**src/rtl/disp_arbiter_if.sv**
```systemverilog
// Display-path bundle between the value sources and the display arbiter.
// Sources drive req/urgent/req_num; the arbiter returns grant, shown value and blanking.
interface disp_arbiter_if #(
  parameter int NREQ = 4
);
  logic [NREQ-1:0]      req;
  logic [NREQ-1:0]      urgent;
  logic [16*NREQ-1:0]   req_num;
  logic [NREQ-1:0]      gnt;
  logic [15:0]          number;
  logic                 blank;

  modport master (
    output req, urgent, req_num,
    input  gnt, number, blank
  );

  modport slave (
    input  req, urgent, req_num,
    output gnt, number, blank
  );
endinterface

```
**src/rtl/disp_arbiter.sv**
```systemverilog
// Shares the 4-digit display between NREQ sources: round-robin rotation of normal
// requesters, preempted by urgent requesters that hold the display and flash it.
module disp_arbiter #(
  parameter int NREQ        = 4,
  parameter int DWELL_MS    = 2000,
  parameter int MIN_HOLD_MS = 500,
  parameter int BLINK_MS    = 250
) (
  input  logic           ms_clock,
  input  logic           reset,
  disp_arbiter_if.slave  arb
);
  localparam int IW = (NREQ > 1) ? $clog2(NREQ) : 1;
  localparam int DW = $clog2(DWELL_MS) + 1;
  localparam int HW = $clog2(MIN_HOLD_MS) + 1;
  localparam int BW = $clog2(BLINK_MS + 1);

  typedef enum logic [1:0] {S_IDLE, S_ROTATE, S_URGENT} state_t;

  state_t          r_state,     w_state_next;
  logic [IW-1:0]   r_owner,     w_owner_next;
  logic [IW-1:0]   r_rr_last,   w_rr_last_next;
  logic [NREQ-1:0] r_gnt,       w_gnt_next;
  logic [15:0]     r_number,    w_number_next;
  logic            r_blank,     w_blank_next;
  logic [DW-1:0]   r_dwell_cnt, w_dwell_next;
  logic [HW-1:0]   r_hold_cnt,  w_hold_next;
  logic [BW-1:0]   r_blink_cnt, w_blink_next;

  logic [15:0]     w_num [NREQ];
  logic [NREQ-1:0] w_urg_vec;
  logic            w_urg_any,  w_pick_any;
  logic [IW-1:0]   w_urg_idx,  w_pick_idx, w_rr_base;
  logic            w_go_urgent, w_go_rotate, w_go_idle;
  logic            w_dwell_exp, w_hold_done;

  for (genvar gi = 0; gi < NREQ; gi++) begin : g_num
    assign w_num[gi] = arb.req_num[16*gi +: 16];
  end

  assign w_urg_vec   = arb.urgent & arb.req;
  assign w_dwell_exp = (r_dwell_cnt >= DW'(DWELL_MS - 1));
  assign w_hold_done = (r_hold_cnt >= HW'(MIN_HOLD_MS - 1));
  // In ROTATE the current owner is the rotation base; it becomes rr_last on handover.
  assign w_rr_base   = (r_state == S_ROTATE) ? r_owner : r_rr_last;

  always_comb begin
    w_urg_any = 1'b0;
    w_urg_idx = '0;
    for (int i = NREQ - 1; i >= 0; i--) begin
      if (w_urg_vec[i]) begin
        w_urg_any = 1'b1;
        w_urg_idx = IW'(i);
      end
    end
  end

  // Circular search from base+1: lowest requester above base, else lowest overall.
  always_comb begin
    w_pick_any = 1'b0;
    w_pick_idx = '0;
    for (int i = NREQ - 1; i >= 0; i--) begin
      if (arb.req[i]) begin
        w_pick_any = 1'b1;
        w_pick_idx = IW'(i);
      end
    end
    for (int i = NREQ - 1; i >= 0; i--) begin
      if (arb.req[i] && (i > int'(w_rr_base))) begin
        w_pick_idx = IW'(i);
      end
    end
  end

  always_comb begin
    w_state_next   = r_state;
    w_owner_next   = r_owner;
    w_rr_last_next = r_rr_last;
    w_gnt_next     = r_gnt;
    w_number_next  = r_number;
    w_blank_next   = r_blank;
    w_dwell_next   = r_dwell_cnt;
    w_hold_next    = r_hold_cnt;
    w_blink_next   = r_blink_cnt;
    w_go_urgent    = 1'b0;
    w_go_rotate    = 1'b0;
    w_go_idle      = 1'b0;

    case (r_state)
      S_IDLE: begin
        if (w_urg_any)       w_go_urgent = 1'b1;
        else if (w_pick_any) w_go_rotate = 1'b1;
      end
      S_ROTATE: begin
        if (w_urg_any) begin
          w_go_urgent    = 1'b1;
          w_rr_last_next = r_owner;
        end else if (w_dwell_exp || !arb.req[r_owner]) begin
          w_rr_last_next = r_owner;
          if (w_pick_any) w_go_rotate = 1'b1;
          else            w_go_idle   = 1'b1;
        end else begin
          w_dwell_next  = (r_dwell_cnt >= DW'(DWELL_MS)) ? r_dwell_cnt : r_dwell_cnt + 1'b1;
          w_number_next = w_num[r_owner];
        end
      end
      S_URGENT: begin
        w_hold_next = (r_hold_cnt >= HW'(MIN_HOLD_MS)) ? r_hold_cnt : r_hold_cnt + 1'b1;
        if (r_blink_cnt >= BW'(BLINK_MS - 1)) begin
          w_blink_next = '0;
          w_blank_next = ~r_blank;
        end else begin
          w_blink_next = r_blink_cnt + 1'b1;
        end
        // Once the owner withdraws, the last value it presented stays frozen.
        if (arb.req[r_owner]) w_number_next = w_num[r_owner];
        if (w_hold_done && !w_urg_vec[r_owner]) begin
          if (w_urg_any)       w_go_urgent = 1'b1;
          else if (w_pick_any) w_go_rotate = 1'b1;
          else                 w_go_idle   = 1'b1;
        end
      end
      default: w_go_idle = 1'b1;
    endcase

    if (w_go_urgent) begin
      w_state_next  = S_URGENT;
      w_owner_next  = w_urg_idx;
      w_gnt_next    = {{(NREQ-1){1'b0}}, 1'b1} << w_urg_idx;
      w_number_next = w_num[w_urg_idx];
      w_blank_next  = 1'b0;
      w_hold_next   = '0;
      w_blink_next  = '0;
    end else if (w_go_rotate) begin
      w_state_next  = S_ROTATE;
      w_owner_next  = w_pick_idx;
      w_gnt_next    = {{(NREQ-1){1'b0}}, 1'b1} << w_pick_idx;
      w_number_next = w_num[w_pick_idx];
      w_blank_next  = 1'b0;
      w_dwell_next  = '0;
    end else if (w_go_idle) begin
      w_state_next  = S_IDLE;
      w_gnt_next    = '0;
      w_blank_next  = 1'b1;
      w_dwell_next  = '0;
      w_hold_next   = '0;
      w_blink_next  = '0;
    end
  end

  always_ff @(posedge ms_clock or posedge reset) begin
    if (reset) begin
      r_state     <= S_IDLE;
      r_owner     <= '0;
      r_rr_last   <= IW'(NREQ - 1);
      r_gnt       <= '0;
      r_number    <= 16'h0000;
      r_blank     <= 1'b1;
      r_dwell_cnt <= '0;
      r_hold_cnt  <= '0;
      r_blink_cnt <= '0;
    end else begin
      r_state     <= w_state_next;
      r_owner     <= w_owner_next;
      r_rr_last   <= w_rr_last_next;
      r_gnt       <= w_gnt_next;
      r_number    <= w_number_next;
      r_blank     <= w_blank_next;
      r_dwell_cnt <= w_dwell_next;
      r_hold_cnt  <= w_hold_next;
      r_blink_cnt <= w_blink_next;
    end
  end

  assign arb.gnt    = r_gnt;
  assign arb.number = r_number;
  assign arb.blank  = r_blank;
endmodule

```
**src/flat_wrapper.sv**
```systemverilog
// flat-port wrapper written by rule: the top's interface ports become plain ports
module disp_arbiter_flat 
#(
  parameter int NREQ        = 4,
  parameter int DWELL_MS    = 2000,
  parameter int MIN_HOLD_MS = 500,
  parameter int BLINK_MS    = 250
)
  (ms_clock, reset, arb_req, arb_urgent, arb_req_num, arb_gnt, arb_number, arb_blank);
  disp_arbiter_if #(.NREQ(NREQ)) arb_i ();
  input  logic ms_clock;
  input  logic reset;
  input wire logic [$bits(arb_i.req)-1:0] arb_req;
  input wire logic [$bits(arb_i.urgent)-1:0] arb_urgent;
  input wire logic [$bits(arb_i.req_num)-1:0] arb_req_num;
  output wire logic [$bits(arb_i.gnt)-1:0] arb_gnt;
  output wire logic [$bits(arb_i.number)-1:0] arb_number;
  output wire logic [$bits(arb_i.blank)-1:0] arb_blank;
  assign arb_i.req = arb_req;
  assign arb_i.urgent = arb_urgent;
  assign arb_i.req_num = arb_req_num;
  assign arb_gnt = arb_i.gnt;
  assign arb_number = arb_i.number;
  assign arb_blank = arb_i.blank;
  disp_arbiter #(.NREQ(NREQ), .DWELL_MS(DWELL_MS), .MIN_HOLD_MS(MIN_HOLD_MS), .BLINK_MS(BLINK_MS)) u_core (.ms_clock(ms_clock), .reset(reset), .arb(arb_i));
endmodule
```
**config.mk**
```make
export PLATFORM = sky130hd
export DESIGN_NAME = disp_arbiter_flat
export DESIGN_NICKNAME = d
export VERILOG_FILES = /design/src/rtl/disp_arbiter_if.sv /design/src/rtl/disp_arbiter.sv /design/src/flat_wrapper.sv
export SDC_FILE = /design/constraint.sdc
export NUM_CORES = 1
export LEC_CHECK = 0
export ABC_AREA = 1
export ABC_CLOCK_PERIOD_IN_PS = 4270
export CORE_MARGIN = 1
export CORE_UTILIZATION = 30
export DETAILED_ROUTE_END_ITERATION = 8
export PLACE_DENSITY = 0.54
export SLEW_MARGIN = 15
export SYNTH_ARGS = -nofsm -noshare
export SYNTH_HDL_FRONTEND = slang
export SYNTH_SLANG_ARGS = --single-unit
```
**constraint.sdc**
```tcl
create_clock -name ms_clock -period 4.27 [get_ports ms_clock]
set_clock_uncertainty 0.15 [all_clocks]
set_input_delay 0.427 -clock ms_clock [delete_from_list [all_inputs] [get_ports ms_clock]]
set_output_delay 0.427 -clock ms_clock [all_outputs]
set_load 0.02 [all_outputs]
```
==> results.ini, run 1 <==
[outcome]
outcome = finished clean

[timing]
slew_headroom_pct = 22.2
grt_setup_unrepaired = no
achievable-frequency_ghz = 0.326
finalMaxSlewViolations = 0
setup_total_negative_slack_ns = 0
post-route-period-util_pct = 71.8
count_of_final_setup_violators = 0
fin_crit_ns = 3.07
timing_hold_violations_final = 0
worst-slew-pin-transition_ns = 1.16

[placed_design]
gp_congestion = 0.865
place.port_buffers = 94
hpwl_after_detailed_placement_um = 11300

[logic_synthesis]
post_synth_fa_ha_maj_area_fraction_pct = 2.72
synth-seq-cells = 57
seq_area_frac_synth_pct = 28.2
syn-num-nets = 922
post_synth_mux_area_share_pct = 0
main_combinational_cell_family_by_area_after_synthesis = simple AND/OR/NAND/NOR gates
synth.distinct_cells = 37
yosysWarnings = 0
post_synthesis_xor_xnor_area_fraction_pct = 3.28
ys_dominant_reg_cell = sky130_fd_sc_hd__dfrtp_1
synth_enable_flop_cells = 0
compound_gate_portion_of_the_synthesized_area_pct = 11.9
mappedNetlistArea_um2 = 5070
ys_async_sr_fraction_pct = 100
postSynthAreaPerCell_um2 = 6.05
cell_count_after_synthesis = 837
yosys.area_share.simple_pct = 43.6

[detailed_routing]
detailedRoute.firstPassIterationCount = 5
wl_per_cell_um = 14.6
num_vias = 5505
drt-total-wl_um = 16500
detail_route.drc_violations = 0
drt_iter0_markers = 441
vias_per_instance = 4.87
drtAntennaViolNets = 0

[layout]
num-fill-cells = 1752
area_growth_syn_to_layout_pct = 26.1
postLayoutCoreUtil_pct = 38.7
final_net_count = 991
drive_above_1_share_pct = 5.49
antennaDiodeCount = 0

[setup_path]
rr_worst_depth = 11
critical_path_depth = 11
critical_path.endpoint_type = flop
path_delay_family = simple AND/OR/NAND/NOR gates
cpPeakStageDelay_ns = 0.51
cp-start-kind = flop
critical_path_arrival_ns = 3.18
cp.required_ns = 4.38
cp_max_fo = 24
critical-path-slowest-cell = sky130_fd_sc_hd__dfrtp_1
worstSetupPathType = flop to flop
cell_chain_of_the_critical_path = inv_1 -> nand2_1 -> nand3_1 -> nand2_1 -> nand3_2 -> nand3_1 -> nand2_2 -> inv_2 -> nor2_2 -> nand2_2 -> nor3_1
ff2ff_setup_slack_ns = 1.20
reg2reg_from = u_core.r_owner[0]$_DFFE_PP0P_
crit_buf_inv = 2
worst_r2r_endpoint = u_core.r_blink_cnt[2]$_DFF_PP0_

[clocking]
clockRootBuffer = sky130_fd_sc_hd__clkbuf_16
cts-hold-fix-buffers = 0
clkSinkCount = 57
cts-resized-gates = 0
cts_max_path_buffers = 2
numCtsBuffers = 9
cts_tree = built
post_cts_buffers = 0
clkTransAtPathRegs_ns = 0.06
clk-insertion-delay-late_ns = 0.34
h_tree_levels = 3

[global_routing]
grt_max_degree = 51
number_of_global_route_vias_before_repair = 5150
grt_first_pass_wirelength_um = 27000
gr-usage-all-layers_pct = 19.7
antenna_found_initial = 0
globalRouteOverflowTotal = 0

[die]
design.core.area_um2 = 16500
die_ar_um2 = 17400
die_width_um = 132
ios = 95
floorplan.initialDensity_pct = 30.7
row_count = 47
die_h_um = 132

[power]
leakage_power_uw = 0.00307
power.ir.vdd_worst_mv = 0.471
pwr_density_cell_nw_per_um2 = 649

[hold_path]
holdCritStartpoint = u_core.arb.gnt[3]$_DFFE_PP0P_
timing.hold.worst_endpoint = u_core.arb.gnt[3]$_DFFE_PP0P_
hold_class = flop to flop
hold_depth = 2

[flow_run]
drv_cap = 0

state kept, by name (all words and copies together) (netlist names):
signal	flops
u_core.arb.blank	1
u_core.arb.number	16
u_core.r_rr_last	2
u_core.arb.gnt	4
u_core.r_blink_cnt	8
u_core.r_state	2
u_core.r_hold_cnt	10
u_core.r_dwell_cnt	12
u_core.r_owner	2
per-stage QoR:
| stage | setup slack, ns | instance area, µm² | power [µW] | instances | hold slack, ns |
|---|---|---|---|---|---|
| global route | 0.891 | 6390 | 4580 | 1131 | 0.390 |
| finish | 1.20 | 6390 | 4150 | 1131 | 0.345 |
| global placement | 1.14 | 6090 | 3410 | 1115 | 0.332 |
| floorplan | 2.22 | 5070 | 2740 | 837 | 0.332 |
| detailed placement | 1.01 | 6090 | 3430 | 1115 | 0.338 |
| CTS | 1.18 | 6390 | 4190 | 1131 | 0.352 |
area by class of cell:
type | instances | area, µm² | share of cell area (%)
Clock buffer | 10 | 229 | 3.58
Clock inverter | 6 | 67.6 | 1.06
Inverter | 76 | 285 | 4.46
Multi-Input combinational cell | 662 | 3120 | 48.8
Sequential cell | 57 | 1430 | 22.4
Tap cell | 220 | 275 | 4.31
Timing Repair Buffer | 100 | 986 | 15.4
worst reg2reg max path, cell delays in order (launching register included):
cell	delay, ns
sky130_fd_sc_hd__dfrtp_1	0.51
sky130_fd_sc_hd__inv_1	0.48
sky130_fd_sc_hd__nand2_1	0.10
sky130_fd_sc_hd__nand3_1	0.10
sky130_fd_sc_hd__nand2_1	0.09
sky130_fd_sc_hd__nand3_2	0.09
sky130_fd_sc_hd__nand3_1	0.09
sky130_fd_sc_hd__nand2_2	0.45
sky130_fd_sc_hd__inv_2	0.37
sky130_fd_sc_hd__nor2_2	0.24
sky130_fd_sc_hd__nand2_2	0.15
sky130_fd_sc_hd__nor3_1	0.16
worst max-delay path by stage:
| stage | startpoint | end | slack, ns |
|---|---|---|---|
| final | u_core.r_owner[0]$_DFFE_PP0P_ | u_core.r_blink_cnt[2]$_DFF_PP0_ | 1.20 |
| after global routing | u_core.r_owner[0]$_DFFE_PP0P_ | u_core.r_blink_cnt[2]$_DFF_PP0_ | 0.89 |
| after CTS | u_core.r_owner[0]$_DFFE_PP0P_ | u_core.r_blink_cnt[2]$_DFF_PP0_ | 1.18 |
| after detailed placement | arb_req[2] | u_core.r_blink_cnt[2]$_DFF_PP0_ | 1.01 |
| after global placement | arb_req[2] | u_core.r_blink_cnt[2]$_DFF_PP0_ | 1.14 |
| after floorplan | u_core.r_state[1]$_DFFE_PP0P_ | u_core.arb.number[10]$_DFFE_PP0P_ | 2.22 |
synthesized netlist by cell type, types with 2 or more instances:
master | instances | share of area, %
sky130_fd_sc_hd__nand3_1 | 88 | 8.7
sky130_fd_sc_hd__nor2_2 | 3 | 0.37
sky130_fd_sc_hd__ha_1 | 11 | 2.7
sky130_fd_sc_hd__nor2_1 | 110 | 8.2
sky130_fd_sc_hd__o221ai_1 | 2 | 0.35
sky130_fd_sc_hd__xor2_1 | 14 | 2.4
sky130_fd_sc_hd__xnor2_1 | 5 | 0.86
sky130_fd_sc_hd__buf_4 | 10 | 1.5
sky130_fd_sc_hd__a21oi_1 | 31 | 3.1
sky130_fd_sc_hd__nand3_2 | 3 | 0.59
sky130_fd_sc_hd__o211ai_1 | 14 | 2.1
sky130_fd_sc_hd__dfrtp_1 | 54 | 27
sky130_fd_sc_hd__nand2_1 | 290 | 21
sky130_fd_sc_hd__o21ai_1 | 10 | 0.99
sky130_fd_sc_hd__nand2_4 | 3 | 0.67
sky130_fd_sc_hd__nand2_2 | 5 | 0.62
sky130_fd_sc_hd__o21bai_1 | 2 | 0.30
sky130_fd_sc_hd__clkbuf_1 | 11 | 0.82
sky130_fd_sc_hd__buf_6 | 2 | 0.44
sky130_fd_sc_hd__buf_2 | 19 | 1.9
sky130_fd_sc_hd__nand4_1 | 5 | 0.62
sky130_fd_sc_hd__nor4_1 | 2 | 0.25
sky130_fd_sc_hd__inv_2 | 7 | 0.52
sky130_fd_sc_hd__inv_1 | 68 | 5.0
sky130_fd_sc_hd__o21ai_0 | 47 | 4.6
sky130_fd_sc_hd__nor3_1 | 8 | 0.79
sky130_fd_sc_hd__dfstp_2 | 3 | 1.6
where the power goes:
group	internal [µW]	switching [µW]
clock	453	283
sequential	725	129
combinational	872	1680
routing by layer:
metal  global-route usage, %  vias up  part of all wire (%)
met2                    32.2      177                    46
li1                        -     2810                     -
met4                    6.52        0                   1.7
met1                    26.3     2499                    48
met5                       0        -                     0
met3                    3.19       19                   4.8
layout by cell type, fill, tap and decap left out, types with 2 or more instances in the layout:
cell / n
sky130_fd_sc_hd__nand3_1: 88
sky130_fd_sc_hd__dfstp_2: 3
sky130_fd_sc_hd__a21oi_1: 31
sky130_fd_sc_hd__nand3_2: 3
sky130_fd_sc_hd__buf_4: 6
sky130_fd_sc_hd__nor3_1: 8
sky130_fd_sc_hd__inv_1: 67
sky130_fd_sc_hd__ha_1: 11
sky130_fd_sc_hd__o21ai_1: 10
sky130_fd_sc_hd__nor2_2: 3
sky130_fd_sc_hd__o221ai_1: 2
sky130_fd_sc_hd__clkinvlp_4: 2
sky130_fd_sc_hd__nor2_1: 110
sky130_fd_sc_hd__clkdlybuf4s50_1: 94
sky130_fd_sc_hd__nand2_2: 5
sky130_fd_sc_hd__nand2_1: 290
sky130_fd_sc_hd__xor2_1: 14
sky130_fd_sc_hd__clkbuf_16: 9
sky130_fd_sc_hd__nor4_1: 2
sky130_fd_sc_hd__nand4_1: 5
sky130_fd_sc_hd__nand2_4: 3
sky130_fd_sc_hd__o21ai_0: 47
sky130_fd_sc_hd__inv_2: 8
sky130_fd_sc_hd__dfrtp_1: 54
sky130_fd_sc_hd__o211ai_1: 14
sky130_fd_sc_hd__xnor2_1: 5
sky130_fd_sc_hd__o21bai_1: 2
cells by family after synthesis:
family / Yosys count
buffers and inverters: 118
DFF: 57
adders and majority gates: 11
xor gates and xnor gates: 19
AOI/OAI and AO/OA: 109
and+or+nand+nor: 523
No activity file was read; power rests on OpenSTA's default activity.
==> run 2: changes to the inputs <==
--- a/config.mk
+++ b/config.mk
@@ -6,7 +6,7 @@
 export NUM_CORES = 1
 export LEC_CHECK = 0
 export ABC_AREA = 1
-export ABC_CLOCK_PERIOD_IN_PS = 4270
+export ABC_CLOCK_PERIOD_IN_PS = 2900
 export CORE_MARGIN = 1
 export CORE_UTILIZATION = 30
 export DETAILED_ROUTE_END_ITERATION = 8
==> constraint.sdc (replaced) <==
create_clock -name ms_clock -period 2.9 [get_ports ms_clock]
set_clock_uncertainty 0.15 [all_clocks]
set_input_delay 0.29 -clock ms_clock [delete_from_list [all_inputs] [get_ports ms_clock]]
set_output_delay 0.29 -clock ms_clock [all_outputs]
set_load 0.02 [all_outputs]
==> run 2 against run 1 <==
Effect of this change: power grew 54%; combinational power grew 55%; highest routed layer unchanged; largest cell class unchanged; non-clock buffer count grew 20.
==> results.ini, run 2 (synthesis results as in run 1) <==
[global_routing]
antenna_found_initial = 0
gr-usage-all-layers_pct = 19.9
number_of_global_route_vias_before_repair = 5392
globalRouteOverflowTotal = 0
grt_max_degree = 54
grt_first_pass_wirelength_um = 27500

[layout]
largest_register_ffs = 16
antennaDiodeCount = 0
postLayoutCoreUtil_pct = 40.0
drive_above_1_share_pct = 7.63
final_net_count = 1011
area_growth_syn_to_layout_pct = 30.6
most-common-layout-cells = sky130_fd_sc_hd__nand2_1 (290), sky130_fd_sc_hd__nor2_1 (110), sky130_fd_sc_hd__clkdlybuf4s50_1 (94)
final_cell_count_no_fill = 1151
layout.cells.most_common = sky130_fd_sc_hd__nand2_1
num-fill-cells = 1732

[timing]
final.setup.worst_slack_ns = 0.349
fin_crit_ns = 2.55
grt_setup_unrepaired = no
finalMaxSlewViolations = 0
timing_hold_violations_final = 0
worst-slew-pin-transition_ns = 0.638
achievable-frequency_ghz = 0.392
count_of_final_setup_violators = 0
slew_headroom_pct = 57.4
post-route-period-util_pct = 88.0
setup_total_negative_slack_ns = 0

[clocking]
cts_tree = built
clkTransAtPathRegs_ns = 0.06
post_cts_buffers = 0
numCtsBuffers = 9
cts-resized-gates = 0
cts-hold-fix-buffers = 0
clockRootBuffer = sky130_fd_sc_hd__clkbuf_16
clk-insertion-delay-late_ns = 0.33
cts_max_path_buffers = 2
clkSinkCount = 57
h_tree_levels = 3

[placed_design]
place.port_buffers = 94
detailedPlace.worstSlack_ns = 0.248
hpwl_after_detailed_placement_um = 12000
gp_congestion = 0.839
numPlacedInstances = 1135

[setup_path]
cpPeakStageDelay_ns = 0.40
critical_path_arrival_ns = 2.62
cp_max_fo = 26
critical-path-slowest-cell = sky130_fd_sc_hd__dfrtp_1
cp-start-kind = flop
reg2reg_from = u_core.r_state[1]$_DFFE_PP0P_
cell_chain_of_the_critical_path = inv_1 -> ha_1 -> nand2_1 -> nand2_1 -> nand2_1 -> nand2_1 -> nand2_2 -> nand2_4 -> nand2_4 -> buf_4 -> nand2_1 -> nand2_1 -> nand2_1 -> nand2_1 -> nand2_1 -> nand2_1 -> nor2_1 -> nor2_1
rr_worst_depth = 18
cp.required_ns = 2.97
worstSetupPathType = flop to flop
ff2ff_setup_slack_ns = 0.35
worst_r2r_endpoint = u_core.arb.number[15]$_DFFE_PP0P_
critical_path.most_common_cell = sky130_fd_sc_hd__nand2_1
critical_path.endpoint_type = flop

[die]
ios = 95
floorplan.initialDensity_pct = 30.7
die_h_um = 132
design.core.area_um2 = 16500
die_ar_um2 = 17400
row_count = 47
die_width_um = 132

[power]
leakage_power_uw = 0.00319
power.ir.vdd_worst_mv = 0.396
pwr_density_cell_nw_per_um2 = 965

[detailed_routing]
drt_iter0_markers = 406
wl_per_cell_um = 14.4
drtAntennaViolNets = 0
num_vias = 5509
detail_route.drc_violations = 0
vias_per_instance = 4.79
detailedRoute.firstPassIterationCount = 5
drt-total-wl_um = 16500

[hold_path]
hold_class = input pin to async pin

[outcome]
outcome = finished clean

[flow_run]
drv_cap = 0

[run 2: cell count changes in the layout (fill, tap and decap cells not counted)]
cell / delta
sky130_fd_sc_hd__clkbuf_1: -1
sky130_fd_sc_hd__buf_4: +16
sky130_fd_sc_hd__buf_12: +4
sky130_fd_sc_hd__bufinv_16: +1
sky130_fd_sc_hd__clkinvlp_4: -1
sky130_fd_sc_hd__clkinv_2: +1
sky130_fd_sc_hd__inv_6: -1
sky130_fd_sc_hd__clkinv_4: +1
[run 2: final cells by class]
class	count	area, µm²	area share (%)
multi-input cells	662	3120	47.1
clock buffers	9	225	3.41
flip-flops and latches	57	1430	21.6
well taps	220	275	4.16
repair buffers	120	1190	17.9
clock inverters	7	95.1	1.44
inverters	76	285	4.31
[run 2: power breakdown]
group	total (µW)	switching, µW	internal (µW)	leakage, µW
Sequential	1270	202	1070	0.000732
Clock	1140	392	751	0.000155
Combinational	3970	2520	1450	0.00231
[run 2: critical path: cells and delay by family (launching register included)]
kind,cells,cell delay [ns]
flops,1,0.40
buf+inv,2,0.35
simple gates,15,1.22
fa+ha+maj,1,0.29
[run 2: worst max-delay path by stage]
stage	startpoint	end	slack, ns	cells past startpoint
2_1_floorplan	u_core.r_state[1]$_DFFE_PP0P_	u_core.arb.number[10]$_DFFE_PP0P_	0.85	17
3_3_place_gp	arb_req[0]	u_core.r_dwell_cnt[6]$_DFF_PP0_	0.24	11
3_5_place_dp	arb_req[0]	u_core.r_dwell_cnt[6]$_DFF_PP0_	0.25	11
4_1_cts	u_core.r_state[1]$_DFFE_PP0P_	u_core.arb.number[15]$_DFFE_PP0P_	0.36	18
5_1_grt	u_core.r_state[1]$_DFFE_PP0P_	u_core.arb.number[14]$_DFFE_PP0P_	0.07	18
6_report	u_core.r_state[1]$_DFFE_PP0P_	u_core.arb.number[15]$_DFFE_PP0P_	0.35	18
[run 2: per-stage QoR]
step                      hold WS [ns]  power [µW]  cell area, µm²
after floorplan                  0.332        4030            5070
after global placement           0.347        5260            6290
after detailed placement         0.329        5260            6290
after CTS                        0.233        6430            6610
after global routing             0.281        7000            6610
final                            0.217        6380            6610
[run 2: routing by layer]
metal | part of all wire (%) | up-vias | GRT usage (%)
met1 | 48 | 2496 | 27.4
met3 | 4.5 | 21 | 1.61
li1 | - | 2840 | -
met4 | 2.0 | 0 | 7.88
met2 | 45 | 152 | 32.2
met5 | 0 | - | 0
==> run 3: changes to the inputs <==
--- a/config.mk
+++ b/config.mk
@@ -7,10 +7,13 @@
 export LEC_CHECK = 0
 export ABC_AREA = 1
 export ABC_CLOCK_PERIOD_IN_PS = 2900
+export CELL_PAD_IN_SITES_DETAIL_PLACEMENT = 2
+export CELL_PAD_IN_SITES_GLOBAL_PLACEMENT = 2
 export CORE_MARGIN = 1
-export CORE_UTILIZATION = 30
+export CORE_UTILIZATION = 28
 export DETAILED_ROUTE_END_ITERATION = 8
-export PLACE_DENSITY = 0.54
+export HOLD_SLACK_MARGIN = 0.03
+export PLACE_DENSITY = 0.85
 export SLEW_MARGIN = 15
 export SYNTH_ARGS = -nofsm -noshare
 export SYNTH_HDL_FRONTEND = slang
==> run 3 against run 2 <==
Effect of this change: register-to-register slack worse by 0.12 ns; maximum frequency down 4.4%; die area up 7.0%; combinational power up 6.5%; utilization down 2.2 points; clock-buffer cell count unchanged; sequential cell count unchanged; cell count about the same; power up 7.1%; worst setup slack worse by 0.12 ns; critical path depth down 2; largest cell class unchanged; largest power group unchanged; highest routed layer unchanged.
==> results.ini, run 3 (synthesis results as in run 1) <==
[setup_path]
cp-start-kind = flop
ff2ff_setup_slack_ns = 0.23
critical_path_arrival_ns = 2.73
worstSetupPathType = flop to flop
cp.required_ns = 2.96
reg2reg_from = u_core.r_state[1]$_DFFE_PP0P_
critical_path.endpoint_type = flop
rr_worst_depth = 16
critPathLaunch = u_core.r_state[1]$_DFFE_PP0P_
critPathCapture = u_core.arb.number[11]$_DFFE_PP0P_
cp_max_fo = 10
worst_r2r_endpoint = u_core.arb.number[11]$_DFFE_PP0P_

[layout]
area_growth_syn_to_layout_pct = 30.3
antennaDiodeCount = 0
drive_above_1_share_pct = 7.14
most-common-layout-cells = sky130_fd_sc_hd__nand2_1 (290), sky130_fd_sc_hd__nor2_1 (110), sky130_fd_sc_hd__clkdlybuf4s50_1 (94)
final_net_count = 1005
largest_register_ffs = 16
layout.cells.most_common = sky130_fd_sc_hd__nand2_1
postLayoutCoreUtil_pct = 37.8

[placed_design]
place.port_buffers = 94
detailedPlace.worstSlack_ns = 0.176
gp_congestion = 0.815
hpwl_after_detailed_placement_um = 15500

[global_routing]
antenna_found_initial = 0
gr-usage-all-layers_pct = 24.9
use_met2_pct = 45.0
gr-usage-met1_pct = 30.0
globalRoute.busiestLayer = met2
globalRouteOverflowTotal = 0
grt_max_degree = 54
number_of_global_route_vias_before_repair = 6553
grt_use_met3_pct = 3.93
grt_first_pass_wirelength_um = 35300

[timing]
grt_setup_unrepaired = no
fin_crit_ns = 2.67
finalMaxSlewViolations = 0
timing_hold_violations_final = 0
post-route-period-util_pct = 92.0
achievable-frequency_ghz = 0.375
slew_headroom_pct = 50.3
worst-slew-pin-transition_ns = 0.744
setup_total_negative_slack_ns = 0
count_of_final_setup_violators = 0
final.setup.worst_slack_ns = 0.231

[power]
int_power_uw = 3320
clockPowerShare_pct = 19.2
power_frac_comb_pct = 61.9
leakage_power_uw = 0.00317
power.net_switching_uw = 3510
seq_power_share_pct = 18.9
pwr_density_cell_nw_per_um2 = 1040
power.share.switching_pct = 51.4
power.ir.vdd_worst_mv = 0.484

[die]
floorplan.initialDensity_pct = 29.0
design.core.area_um2 = 17500
die_h_um = 137
die_width_um = 137
ios = 95
row_count = 48
die_ar_um2 = 18600

[detailed_routing]
drt-total-wl_um = 21900
drtAntennaViolNets = 0
num_vias = 5952
drt_iter0_markers = 225
vias_per_instance = 5.18
detailedRoute.firstPassIterationCount = 4
detail_route.drc_violations = 0
wl_per_cell_um = 19.0

[clocking]
numCtsBuffers = 9
cts_tree = built
clkSinkCount = 57
clk-insertion-delay-late_ns = 0.34
h_tree_levels = 3
clkTransAtPathRegs_ns = 0.06
cts_max_path_buffers = 2
clockRootBuffer = sky130_fd_sc_hd__clkbuf_16

[flow_run]
drv_cap = 0

[outcome]
outcome = finished clean

[hold_path]
hold_class = input pin to async pin

## run 3: per-layer routing
layer	routed length, µm	part of all wire, %
met1	9620	44
met5	0	0
met3	639	2.9
met2	11100	51
met4	458	2.1
## run 3: how the worst min path moves through the flow
stage | to | depth (start not counted) | start
floorplan | u_core.r_rr_last[1]$_DFFE_PP1P_ | 2 | u_core.r_rr_last[1]$_DFFE_PP1P_
global placement | u_core.r_rr_last[1]$_DFFE_PP1P_ | 2 | u_core.r_rr_last[1]$_DFFE_PP1P_
detailed placement | u_core.r_rr_last[1]$_DFFE_PP1P_ | 2 | u_core.r_rr_last[1]$_DFFE_PP1P_
CTS | u_core.r_blink_cnt[7]$_DFF_PP0_ | 2 | reset
global route | u_core.r_blink_cnt[7]$_DFF_PP0_ | 2 | reset
finish | u_core.r_blink_cnt[7]$_DFF_PP0_ | 2 | reset
## run 3: critical path, stage by stage, from the launching register on
cell and delay, ns:
sky130_fd_sc_hd__dfrtp_1 0.40, sky130_fd_sc_hd__inv_1 0.11, sky130_fd_sc_hd__ha_2 0.27, sky130_fd_sc_hd__inv_2 0.10, sky130_fd_sc_hd__nand2_1 0.07, sky130_fd_sc_hd__nand2_1 0.07
sky130_fd_sc_hd__inv_2 0.10, sky130_fd_sc_hd__nand2_2 0.08, sky130_fd_sc_hd__nand3_1 0.11, sky130_fd_sc_hd__nand3_2 0.27, sky130_fd_sc_hd__buf_4 0.29, sky130_fd_sc_hd__nand2_1 0.08
sky130_fd_sc_hd__nand2_1 0.06, sky130_fd_sc_hd__nand2_1 0.06, sky130_fd_sc_hd__nand2_1 0.05, sky130_fd_sc_hd__nor2_1 0.15, sky130_fd_sc_hd__nor2_1 0.11
## run 3: cell type report
type,count,area (µm²)
Timing Repair Buffer,114,1120
Sequential cell,57,1430
Inverter,76,290
Clock buffer,9,225
Clock inverter,7,128
Multi-Input combinational cell,662,3130
Fill cell,2126,10900
Tap cell,225,282
## run 3: what timing repair did
item	CTS	global route
endpoints found under the setup margin	1	16
gates resized for setup	1	5
pin swaps	0	0
setup buffers	0	0
hold buffers	0	0
gates cloned	0	0
## run 3: metrics by stage
stage          total power (µW)  hold slack (ns)  std cells  area [µm²]
2_1_floorplan              4030            0.332        837        5070
3_3_place_gp               5250            0.344       1134        6230
3_5_place_dp               5430            0.360       1134        6230
4_1_cts                    6890            0.117       1150        6590
5_1_grt                    7370            0.145       1150        6600
6_report                   6840           0.0984       1150        6600
## run 3: power groups by stage
stage	combinational, µW	sequential (µW)	clock, µW
2_1_floorplan	2650	1390	0
3_3_place_gp	3950	1290	0
3_5_place_dp	4130	1300	0
4_1_cts	4250	1300	1330
5_1_grt	4690	1320	1350
6_report	4230	1290	1310
